## src/rtl/mem_initiator.sv

```systemverilog
// Valid/ready command initiator for a single-port memory with fixed read latency.
// Optional burst support is enabled by defining MEM_INIT_BURST_EN.
module mem_initiator #(
   parameter int ADDR_WIDTH = 4,
   parameter int DATA_WIDTH = 8,
   parameter int RD_LATENCY = 1
) (
   input  logic                  clk,
   input  logic                  rst,
   input  logic                  cmd_valid,
   output logic                  cmd_ready,
   input  logic                  cmd_write,
   input  logic [ADDR_WIDTH-1:0] cmd_addr,
   input  logic [DATA_WIDTH-1:0] cmd_wdata,
   input  logic [3:0]            cmd_len,
   output logic                  rsp_valid,
   input  logic                  rsp_ready,
   output logic [DATA_WIDTH-1:0] rsp_rdata,
   output logic [ADDR_WIDTH-1:0] rsp_addr,
   output logic [ADDR_WIDTH-1:0] mem_addr,
   output logic                  mem_wr_en,
   output logic                  mem_rd_en,
   output logic [DATA_WIDTH-1:0] mem_wdata,
   input  logic [DATA_WIDTH-1:0] mem_rdata
);

   typedef enum logic [2:0] {IDLE, WR, RD, WAIT, RESP} state_t;

   localparam logic [3:0] WAIT_LAST = 4'(RD_LATENCY - 1);

   state_t          state;
   state_t          state_next;
   logic            ready_en;
   logic            accept;
   logic            last_beat;
   logic [3:0]      wait_cnt;

   assign accept = cmd_valid && cmd_ready;

`ifdef MEM_INIT_BURST_EN
   logic [3:0] beats_left;
   assign last_beat = (beats_left == 4'd0);
`else
   logic [3:0] unused_len;
   assign unused_len = cmd_len;
   assign last_beat  = 1'b1;
`endif

   always_ff @(posedge clk) begin
      if (!rst) state <= IDLE;
      else      state <= state_next;
   end

   always_comb begin
      state_next = state;
      unique case (state)
         IDLE: if (accept) state_next = cmd_write ? WR : RD;
         WR:   if (last_beat) state_next = IDLE;
         RD:   state_next = WAIT;
         WAIT: if (wait_cnt == WAIT_LAST) state_next = RESP;
         RESP: if (rsp_ready) state_next = last_beat ? IDLE : RD;
         default: state_next = IDLE;
      endcase
   end

   // ready_en keeps cmd_ready low while reset is applied and for no longer
   always_comb begin
      cmd_ready = (state == IDLE) && ready_en;
      mem_wr_en = (state == WR);
      mem_rd_en = (state == RD);
      rsp_valid = (state == RESP);
   end

   always_ff @(posedge clk) begin
      if (!rst) begin
         ready_en  <= 1'b0;
         mem_addr  <= '0;
         mem_wdata <= '0;
         rsp_rdata <= '0;
         rsp_addr  <= '0;
         wait_cnt  <= 4'd0;
`ifdef MEM_INIT_BURST_EN
         beats_left <= 4'd0;
`endif
      end else begin
         ready_en <= 1'b1;
         unique case (state)
            IDLE: begin
               if (accept) begin
                  mem_addr  <= cmd_addr;
                  mem_wdata <= cmd_wdata;
`ifdef MEM_INIT_BURST_EN
                  beats_left <= cmd_len;
`endif
               end
            end
            WR: begin
               if (!last_beat) begin
                  mem_addr  <= mem_addr + ADDR_WIDTH'(1);
                  mem_wdata <= mem_wdata + DATA_WIDTH'(1);
`ifdef MEM_INIT_BURST_EN
                  beats_left <= beats_left - 4'd1;
`endif
               end
            end
            RD: wait_cnt <= 4'd0;
            WAIT: begin
               wait_cnt <= wait_cnt + 4'd1;
               if (wait_cnt == WAIT_LAST) begin
                  rsp_rdata <= mem_rdata;
                  rsp_addr  <= mem_addr;
               end
            end
            RESP: begin
               // next read beat address advances only once the response is taken
               if (rsp_ready && !last_beat) begin
                  mem_addr <= mem_addr + ADDR_WIDTH'(1);
`ifdef MEM_INIT_BURST_EN
                  beats_left <= beats_left - 4'd1;
`endif
               end
            end
            default: ;
         endcase
      end
   end

endmodule

```

## config.mk

```make
export PLATFORM = sky130hd
export DESIGN_NAME = mem_initiator
export DESIGN_NICKNAME = d
export VERILOG_FILES = /design/src/rtl/mem_initiator.sv
export SDC_FILE = /design/constraint.sdc
export NUM_CORES = 1
export LEC_CHECK = 0
export ABC_AREA = 1
export BUFFER_PORTS_ARGS = -buffer_cell sky130_fd_sc_hd__buf_2
export CAP_MARGIN = 20
export CORE_MARGIN = 5
export CORE_UTILIZATION = 49
export DETAILED_ROUTE_END_ITERATION = 10
export GPL_TIMING_DRIVEN = 0
export PLACE_DENSITY = 0.82
export SLEW_MARGIN = 20
export SYNTH_ARGS = -nofsm -noshare
export SYNTH_HDL_FRONTEND = slang
export SYNTH_SLANG_ARGS = --single-unit
```

## constraint.sdc

```tcl
create_clock -name clk -period 3 [get_ports clk]
set_input_delay 0.45 -clock clk [delete_from_list [all_inputs] [get_ports clk]]
set_output_delay 0.45 -clock clk [all_outputs]
set_load 0.02 [all_outputs]
```

After elaboration in Yosys (flattened, before gate mapping)
Index checks and enable logic that the tools add are counted.
{"block": "op_classes", "n_eq_ne": 7, "addsub": 1, "muxes": 7, "reduce_logical": 8}
{"op": "case mux 3 bit (4 select lines)", "count": 1}
{"op": "two-way mux 3 bit", "count": 3}
{"op": "case mux 4 bit (2 select lines)", "count": 1}
{"op": "equality test 3 x 2 -> 1 bit (second input constant)", "count": 2}
{"op": "adder 4 x 1 -> 4 bit (second input constant)", "count": 1}
{"op": "logical NOT 4 bit", "count": 1}
{"op": "!= test 2 bit (second input constant)", "count": 2}
{"op": "AND reduction 2 bit", "count": 2}
{"op": "equality test 3 x 1 -> 1 bit (second input constant)", "count": 1}
{"op": "equality test 3 bit (second input constant)", "count": 1}
{"op": "logical NOT 3 bit", "count": 1}
{"op": "AND reduction 3 bit", "count": 1}
{"op": "logical AND 1 bit", "count": 2}
{"op": "two-way mux 2 bit", "count": 1}
{"op": "!= test 2 x 1 -> 1 bit (second input constant)", "count": 1}
{"op": "nonzero test 2 bit", "count": 1}
{"op": "two-way mux 1 bit", "count": 1}
{"block": "totals", "reg_bits": 32, "elab_cells": 30, "out_inout_bits": 28, "in_bits": 29}

Logic depth before layout (Yosys ltp)
Gate-level depths: netlist (run 1).
{"block": "logic_depth", "ltp_word": 5, "mapped_depth": 9, "mapped_depth_nobuf": 9}

Worst setup path before layout (run 1)
Ideal clock, no wire load.
{"block": "synth_timing", "kind": "register to output", "from": "register state[2]", "to": "output port rsp_valid", "t_arrival_ns": 0.922, "setup_slack_ns": 1.628, "path_buffers": 0, "required_ns": 2.550, "path_stages_with_launch": 3, "path_cell_list": "dfxtp_1 -> inv_1 -> nor3_1"}
{"block": "synth_via", "elab_chain_cells": 1}
{"item": "start, declared", "line": "31", "rtl": "state_t state;"}
{"item": "start signal, assigned", "line": "51", "rtl": "else state <= state_next;"}
{"item": "equality test 3 bit", "line": "71", "rtl": "rsp_valid = (state == RESP);"}
{"item": "end, declared", "line": "16", "rtl": "output logic rsp_valid,"}
No other way between the ends.

Worst setup path in the final report (run 1)
{"block": "layout_timing", "from": "register state[1]", "to": "output port cmd_ready"}
{"block": "layout_via", "elab_chain_cells": 2}
{"item": "logical NOT 3 bit", "line": "68", "rtl": "cmd_ready = (state == IDLE) && ready_en;"}
{"item": "logical AND 1 bit", "line": "68"}
{"item": "end, declared", "line": "11", "rtl": "output logic cmd_ready,"}
No other way between the ends.

==> metrics.txt, run 1 <==
status=complete, no violations; gr usage total=18.27%; row count=18; port buffer count=51; core area=2500 um2; unrepaired setup endpoints after global routing=no; Die Ht=61.49 um; Max Cap Violations=0; P_leak=0.0008332 uW; critical path arrival=1390 ps; CP bufs+invs=1; worst stage delay on the critical path=390 ps; Syn Inst Count=166; area of the multi-input gates=539.3 um2; via count=1241; Top delay family on crit path=simple AND/OR/NAND/NOR gates; initial antenna violation count=0; power per cell area=615.3 nW/um2; dpl ws=1515 ps; starting density of the core=51.95%; register area=640.6 um2; post-synthesis register bit count=32; CTS Buf Count=5; drt initial violations=39; CP cell instances=nor2_2 > nand2_2 > nor2_8 > buf_2; Placer Congestion=0.7911; sequential share of the synthesized area=49.33%; Slew @ Worst Pin=428.2 ps; CTS root buffer=clkbuf_4; placed inst area=1592 um2; CP max stage cell=dfxtp_1; TritonCTS clock tree=done; final hold vios=0; clk sink count=32; total wire length=2.978 mm; Yosys warning count=0; Layout fillers=248; crit-path max FO=10; hold bufs inserted after CTS=0; fraction of layout cells with a size suffix above 1=31.70%; final setup fails=0; die width=61.49 um; Routed Antenna Nets=0; maximum vdd drop=486.5 uV; Yosys cell types=22; I/O Pins=57; CTS resizes=0; WL/cell=11.72 um; CP Class=flop to primary output; Clk Latency, worst-skew pair=320 ps; setup_tns=0 ps; vias per cell=4.886; nets@finish=255; Final Cycle Share=61.40%; global-route wire length before repair=5.037 mm; largest net degree at the start of global routing=11; Max Fclk=0.5429 GHz; Pins Over Slew Limit=0; # DRC=0; CP required=2550 ps; min Tclk post-route=1842 ps; Core Util, Final=66.27%; Setup crit end kind=primary output; Detailed Routing Iterations Pass 1=4; clock transition at the registers of the reported paths=90 ps; area added between synthesis and finish=27.55%; syn_nets=197; HPWL after DPL=2.279 mm; clk buf depth=2; HP Class=input port to flop; Setup Skew=5.025 ps; setup ws final=1158 ps; # diodes=0; die area=3780 um2; fin area=1657 um2; H-tree depth=2; Syn Area/Cell=7.824 um2; vias in the first global route=1205; gr ovfl total=0; CP Launch Type=flop; max_slew headroom=71.46%; cell area after synthesis=1299 um2; Post CTS Setup Buffer Count=0; worst hold slack=246.8 ps
-- registers in the layout, summed over array words and instances, names as in the netlist --
register   count
mem_addr       4
mem_wdata      8
rsp_rdata      8
ready_en       1
rsp_addr       4
wait_cnt       4
state          3
-- report_power, final --
group	switching (uW)	leakage [uW]	total, uW	internal (uW)
combinational	174	0.000535	266	91.6
sequential	26.4	0.000260	490	463
clock	131	0.0000374	264	133
-- path summary, 6_finish.rpt --
kind                                   start           end  slack [ps]  cells after the start
worst min register to register  mem_wdata[4]  mem_wdata[4]         460                      2
worst max register to register      state[1]  mem_wdata[6]        1640                      7
worst max-delay path                state[1]     cmd_ready        1160                      4
worst min-delay path                     rst      ready_en         250                      1
-- Yosys cell counts (all sizes together) --
master | n | share of area, %
dfxtp | 32 | 49
ha | 2 | 1.9
nor3 | 2 | 0.77
o211ai | 1 | 0.58
clkbuf | 2 | 0.67
xnor2 | 1 | 0.67
inv | 21 | 6.1
nand3 | 14 | 5.4
a21oi | 21 | 8.1
nor2 | 25 | 9.4
buf | 4 | 2.4
nand2 | 22 | 7.3
o21ai | 19 | 7.3
-- cell type report --
cell class / instances / area share [%]
plain buffers: 6 / 2.417
inverters: 21 / 4.758
repair buffers: 51 / 15.41
multi-input cells: 107 / 32.55
flip-flops and latches: 32 / 38.67
clock buffers: 7 / 3.927
well taps: 30 / 2.266
-- metal layers --
metal	up-vias	GRT usage, %	part of all wire [%]
met5	-	0	0
met4	0	10.00	2.4
met3	7	4.822	6.0
met2	28	29.45	48
met1	555	22.05	44
li1	651	-	-
-- cells in the final DEF, fill, tap and decap left out --
| cell type | Yosys | final |
|---|---|---|
| inv_1 | 19 | 19 |
| clkbuf_4 | 0 | 5 |
| nor2_1 | 21 | 21 |
| dfxtp_1 | 32 | 32 |
| nand2_2 | 2 | 2 |
| o21ai_0 | 19 | 19 |
| xnor2_1 | 1 | 1 |
| nor2_2 | 2 | 2 |
| clkbuf_1 | 1 | 1 |
| nor2_4 | 1 | 1 |
| ha_1 | 2 | 2 |
| nand2_4 | 1 | 1 |
| nand3_1 | 14 | 14 |
| clkbuf_2 | 1 | 1 |
| clkbuf_8 | 0 | 2 |
| inv_2 | 2 | 2 |
| nand2_1 | 19 | 19 |
| nor2_8 | 1 | 1 |
| buf_1 | 1 | 1 |
| nor3_1 | 2 | 2 |
| buf_6 | 2 | 2 |
| o211ai_1 | 1 | 1 |
| buf_2 | 1 | 52 |
| a21oi_1 | 21 | 21 |
-- per-stage QoR --
step / cells / power (uW)
CTS: 254 / 1028
global route: 254 / 1083
detailed placement: 247 / 765.6
global placement: 247 / 762.1
floorplan: 166 / 681.6
finish: 254 / 1019
-- cells by family after synthesis --
| group | synth area share (%) |
|---|---|
| flip-flops | 49.33 |
| buffers and inverters | 9.151 |
| XOR/XNOR | 0.6745 |
| AO/OA/AOI/OAI | 15.99 |
| AND/OR/NAND/NOR | 22.93 |
| adder cells (fa/ha/maj) | 1.926 |
Power figures use the tool's default switching activity.
==> run 2: changes to the inputs <==
CORE_UTILIZATION = 46   (was 49)
PLACE_DENSITY = 0.78   (was 0.82)
clock period = 1.9 ns   (was 3 ns; I/O delays follow)
==> run 2 against run 1 <==
Against the previous run: critical path depth unchanged; largest cell class unchanged; clock skew about the same; combinational power increased by 57%; worst setup slack got worse by 920 ps; first-iteration DRC count increased by 79%.
==> metrics.txt, run 2 (synthesized netlist as in run 1, its figures left out) <==
Routed Antenna Nets=0; WL/cell=11.33 um; HPWL after DPL=2.207 mm; gr ovfl total=0; CTS Buf Count=5; initial antenna violation count=0; via count=1238; total wire length=2.890 mm; max_slew headroom=71.18%; H-tree depth=2; crit-path max FO=10; # DRC=0; nets@finish=255; die area=3986 um2; Slew @ Worst Pin=432.3 ps; fraction of layout cells with a size suffix above 1=31.70%; HP Class=input port to flop; CTS resizes=0; Detailed Routing Iterations Pass 1=6; Post CTS Setup Buffer Count=0; gr usage total=15.76%; port buffer count=51; Setup crit end kind=primary output; commonest non-fill, non-tap cell in the layout=buf_2; WHS Path Cells=1; min Tclk post-route=1666 ps; unrepaired setup endpoints after global routing=no; Layout fillers=259; Hold Crit Start=rst; setup_tns=0 ps; FF-to-FF End=mem_wdata[2]; commonest cells after routing, fill and taps aside=52 x buf_2, 32 x dfxtp_1, 21 x nor2_1, 21 x a21oi_1; vias per cell=4.855; drt initial violations=70; row count=19; setup slack, reg-to-reg=550 ps; Clk Latency, worst-skew pair=320 ps; CTS root buffer=clkbuf_4; die width=63.14 um; maximum vdd drop=702.5 uV; vias in the first global route=1201; CP Launch Type=flop; top flop regs=mem_wdata x8, rsp_rdata x8; Core Util, Final=60.64%; CP Class=flop to primary output; largest net degree at the start of global routing=11; final hold vios=0; register area=640.6 um2; P_leak=0.0008332 uW; worst hold endpoint=ready_en; starting density of the core=47.51%; Max Fclk=0.6001 GHz; Pins Over Slew Limit=0; Die Ht=63.14 um; Setup Skew=5.415 ps; TritonCTS clock tree=done; clock transition at the registers of the reported paths=90 ps; Placer Congestion=0.8118; power per cell area=971.6 nW/um2; clk buf depth=2; Max Cap Violations=0; r2r startpoint=state[1]; core area=2734 um2; # diodes=0; I/O Pins=57; global-route wire length before repair=5.175 mm; clk sink count=32; hold bufs inserted after CTS=0; final setup fails=0; area of the multi-input gates=539.3 um2; CP required=1620 ps; critical path arrival=1380 ps; Worst Reg-to-Reg Cells=7; area added between synthesis and finish=27.65%; status=complete, no violations; Final Cycle Share=87.71%
[run 2: cell counts in the layout (fill, tap and decap cells not counted)]
Identical to the previous run, type by type.
[run 2: how the worst max path moves through the flow]
stage	from	endpoint	slack, ps
6_report	state[1]	cmd_ready	230
5_1_grt	state[1]	cmd_ready	110
4_1_cts	state[1]	mem_rd_en	220
3_5_place_dp	state[1]	mem_wdata[2]	560
3_3_place_gp	state[1]	mem_wdata[3]	580
2_1_floorplan	state[1]	mem_wdata[2]	640
[run 2: final cells by class]
class	count	share of cell area [%]
well taps	31	2.340
repair buffers	51	15.40
inverters	21	4.755
plain buffers	6	2.415
clock buffers	7	3.925
flip-flops and latches	32	38.64
multi-input cells	107	32.53
[run 2: critical path: stages (launching register included)]
cell and delay [ps]:
dfxtp_1 390, nor2_2 190, nand2_2 120, nor2_8 170
buf_2 190
[run 2: power breakdown]
| group | leakage [uW] | total [uW] | switching [uW] | internal [uW] |
|---|---|---|---|---|
| Combinational | 0.000535 | 418 | 273 | 145 |
| Clock | 0.0000374 | 419 | 209 | 210 |
| Sequential | 0.000260 | 774 | 42.8 | 731 |
| Total | 0.000833 | 1610 | 525 | 1090 |
[run 2: stage by stage]
stage          power [uW]  hold slack [ps]  instances  setup slack [ps]  instance area [um2]
4_1_cts              1623            80.08        255             224.0                 1658
5_1_grt              1718            70.73        255             106.0                 1658
3_5_place_dp         1209            415.4        248             555.6                 1593
2_1_floorplan        1076            312.7        166             643.8                 1299
3_3_place_gp         1205            412.6        248             578.0                 1593
6_report             1611            85.51        255             233.6                 1658
[run 2: routing by layer]
metal	track usage, %	part of all wire [%]
met2	25.38	47
met1	19.14	45
met5	0	0
met4	6.366	1.6
met3	5.329	6.9
==> run 3: changes to the inputs <==
BUFFER_PORTS_ARGS = -buffer_cell sky130_fd_sc_hd__buf_4   (was -buffer_cell sky130_fd_sc_hd__buf_2)
==> run 3 against run 2 <==
Against the previous run: final area up 6.6%; die area is the same; via count is 4.8% higher; routed wire length is 12% higher; total power down 1.0%; sequential power is essentially flat; fmax is 0.77% lower; combinational power increased by 12%; sequential cell count unchanged; clock power decreased by 17%; critical endpoint is now mem_rd_en; highest routed layer unchanged.
==> metrics.txt, run 3 (synthesized netlist as in run 1, its figures left out) <==
final hold vios=0; largest net degree at the start of global routing=11; initial antenna violation count=0; vias in the first global route=1272; # diodes=0; nets@finish=255; row count=19; WL/cell=12.68 um; switching part of the total=33.63%; r2r startpoint=state[1]; worst hold slack=77.04 ps; Placer Congestion=0.8569; critical path arrival=1390 ps; Max Cap Violations=0; CP Launch Type=flop; CP max stage cell=dfxtp_1; CTS Buf Count=5; Setup crit end kind=primary output; clk buf depth=2; Worst Reg-to-Reg Cells=7; HPWL after DPL=2.532 mm; register area=640.6 um2; CP Class=flop to primary output; TritonCTS clock tree=done; Pins Over Slew Limit=0; HP Class=input port to flop; final setup fails=0; setup_tns=0 ps; P_leak=0.0008439 uW; worst stage delay on the critical path=400 ps; Clk Latency, worst-skew pair=320 ps; total wire length=3.234 mm; Pint=1058 uW; Max Fclk=0.5955 GHz; core area=2734 um2; CTS root buffer=clkbuf_4; CP cell instances=inv_1 > nand2_1 > inv_1 > nand2_1 > inv_1 > buf_4; sequential share of power=48.7%; Setup Skew=6.544 ps; hold bufs inserted after CTS=0; setup slack, reg-to-reg=540 ps; CP required=1620 ps; via count=1297; Hold Crit Start=rst; I/O Pins=57; max_slew headroom=72.11%; Detailed Routing Iterations Pass 1=4; Layout fillers=234; CTS resizes=0; cell mode on critical path=inv_1; Non-Filler Instances=255; Post CTS Setup Buffer Count=0; status=complete, no violations; crit-path max FO=5; Routed Antenna Nets=0; CP bufs+invs=4; worst hold endpoint=ready_en; maximum vdd drop=737.3 uV; area added between synthesis and finish=36.03%; gr usage total=17.20%; combinational power share=29.5%; gr ovfl total=0; Final Cycle Share=88.39%; die area=3986 um2; vias per cell=5.086; commonest cells after routing, fill and taps aside=51 x buf_4, 32 x dfxtp_1, 21 x nor2_1, 21 x a21oi_1; area of the multi-input gates=539.3 um2; H-tree depth=2; Top delay family on crit path=flip-flops; clk sink count=32; FF-to-FF End=rsp_rdata[2]; Net Switching=536.3 uW; unrepaired setup endpoints after global routing=no; clock power share=21.8%; Die Ht=63.14 um; die width=63.14 um; commonest non-fill, non-tap cell in the layout=buf_4; # DRC=0; total power=1595 uW; placed instance count=248; clock transition at the registers of the reported paths=90 ps; WHS Path Cells=1; top flop regs=mem_wdata x8, rsp_rdata x8; drt initial violations=71; fraction of layout cells with a size suffix above 1=31.25%; power per cell area=902.6 nW/um2; min Tclk post-route=1679 ps; starting density of the core=47.51%; port buffer count=51; Slew @ Worst Pin=418.3 ps; global-route wire length before repair=5.540 mm
[run 3: power by group through the flow]
stage / clock network [uW] / registers (uW) / logic (uW)
global route: 394 / 787 / 519
detailed placement: 0 / 792 / 472
finish: 347 / 777 / 470
floorplan: 0 / 841 / 235
CTS: 359 / 777 / 474
global placement: 0 / 788 / 461
[run 3: cell type report]
type                       instances  area share, %
multi-input combinational        107          30.52
clock buffer                       6          2.337
tap                               31          2.195
timing repair buffer              51          21.67
buffer                             6          2.266
sequential                        32          36.26
inverter                          21          4.462
clock inverter                     1         0.2833
[run 3: metal layers]
metal,share of wire (%),up-vias,routed length [um],global-route usage [%]
met2,51,36,1652,29.62
li1,-,653,-,-
met5,0,-,0,0
met4,1.5,0,48,7.162
met1,41,601,1324,18.98
met3,6.4,7,208,6.039
[run 3: worst max-delay path by stage]
stage | start | end | slack, ps | depth (start not counted)
after detailed placement | state[1] | rsp_rdata[2] | 530 | 7
after floorplan | state[1] | mem_wdata[2] | 640 | 7
after global routing | state[2] | mem_rd_en | 70 | 6
after global placement | state[1] | mem_wdata[7] | 590 | 7
after CTS | state[2] | mem_rd_en | 210 | 6
final | state[2] | mem_rd_en | 220 | 6
[run 3: worst reg2reg max path: stages, from the launching register on]
cell and delay, ps:
dfxtp_1 470, nand2_2 70, nor2_2 150, inv_2 70
nor2_4 180, buf_6 170, o21ai_0 80, nor2_1 120
[run 3: through the flow]
| step | utilization (%) | setup slack (ps) | instance area (um2) |
|---|---|---|---|
| detailed placement | 62.93 | 526.8 | 1720 |
| floorplan | - | 643.8 | 1299 |
| global route | 64.62 | 68.35 | 1767 |
| CTS | 64.62 | 206.7 | 1767 |
| finish | 64.62 | 220.6 | 1767 |
| global placement | 62.93 | 591.7 | 1720 |
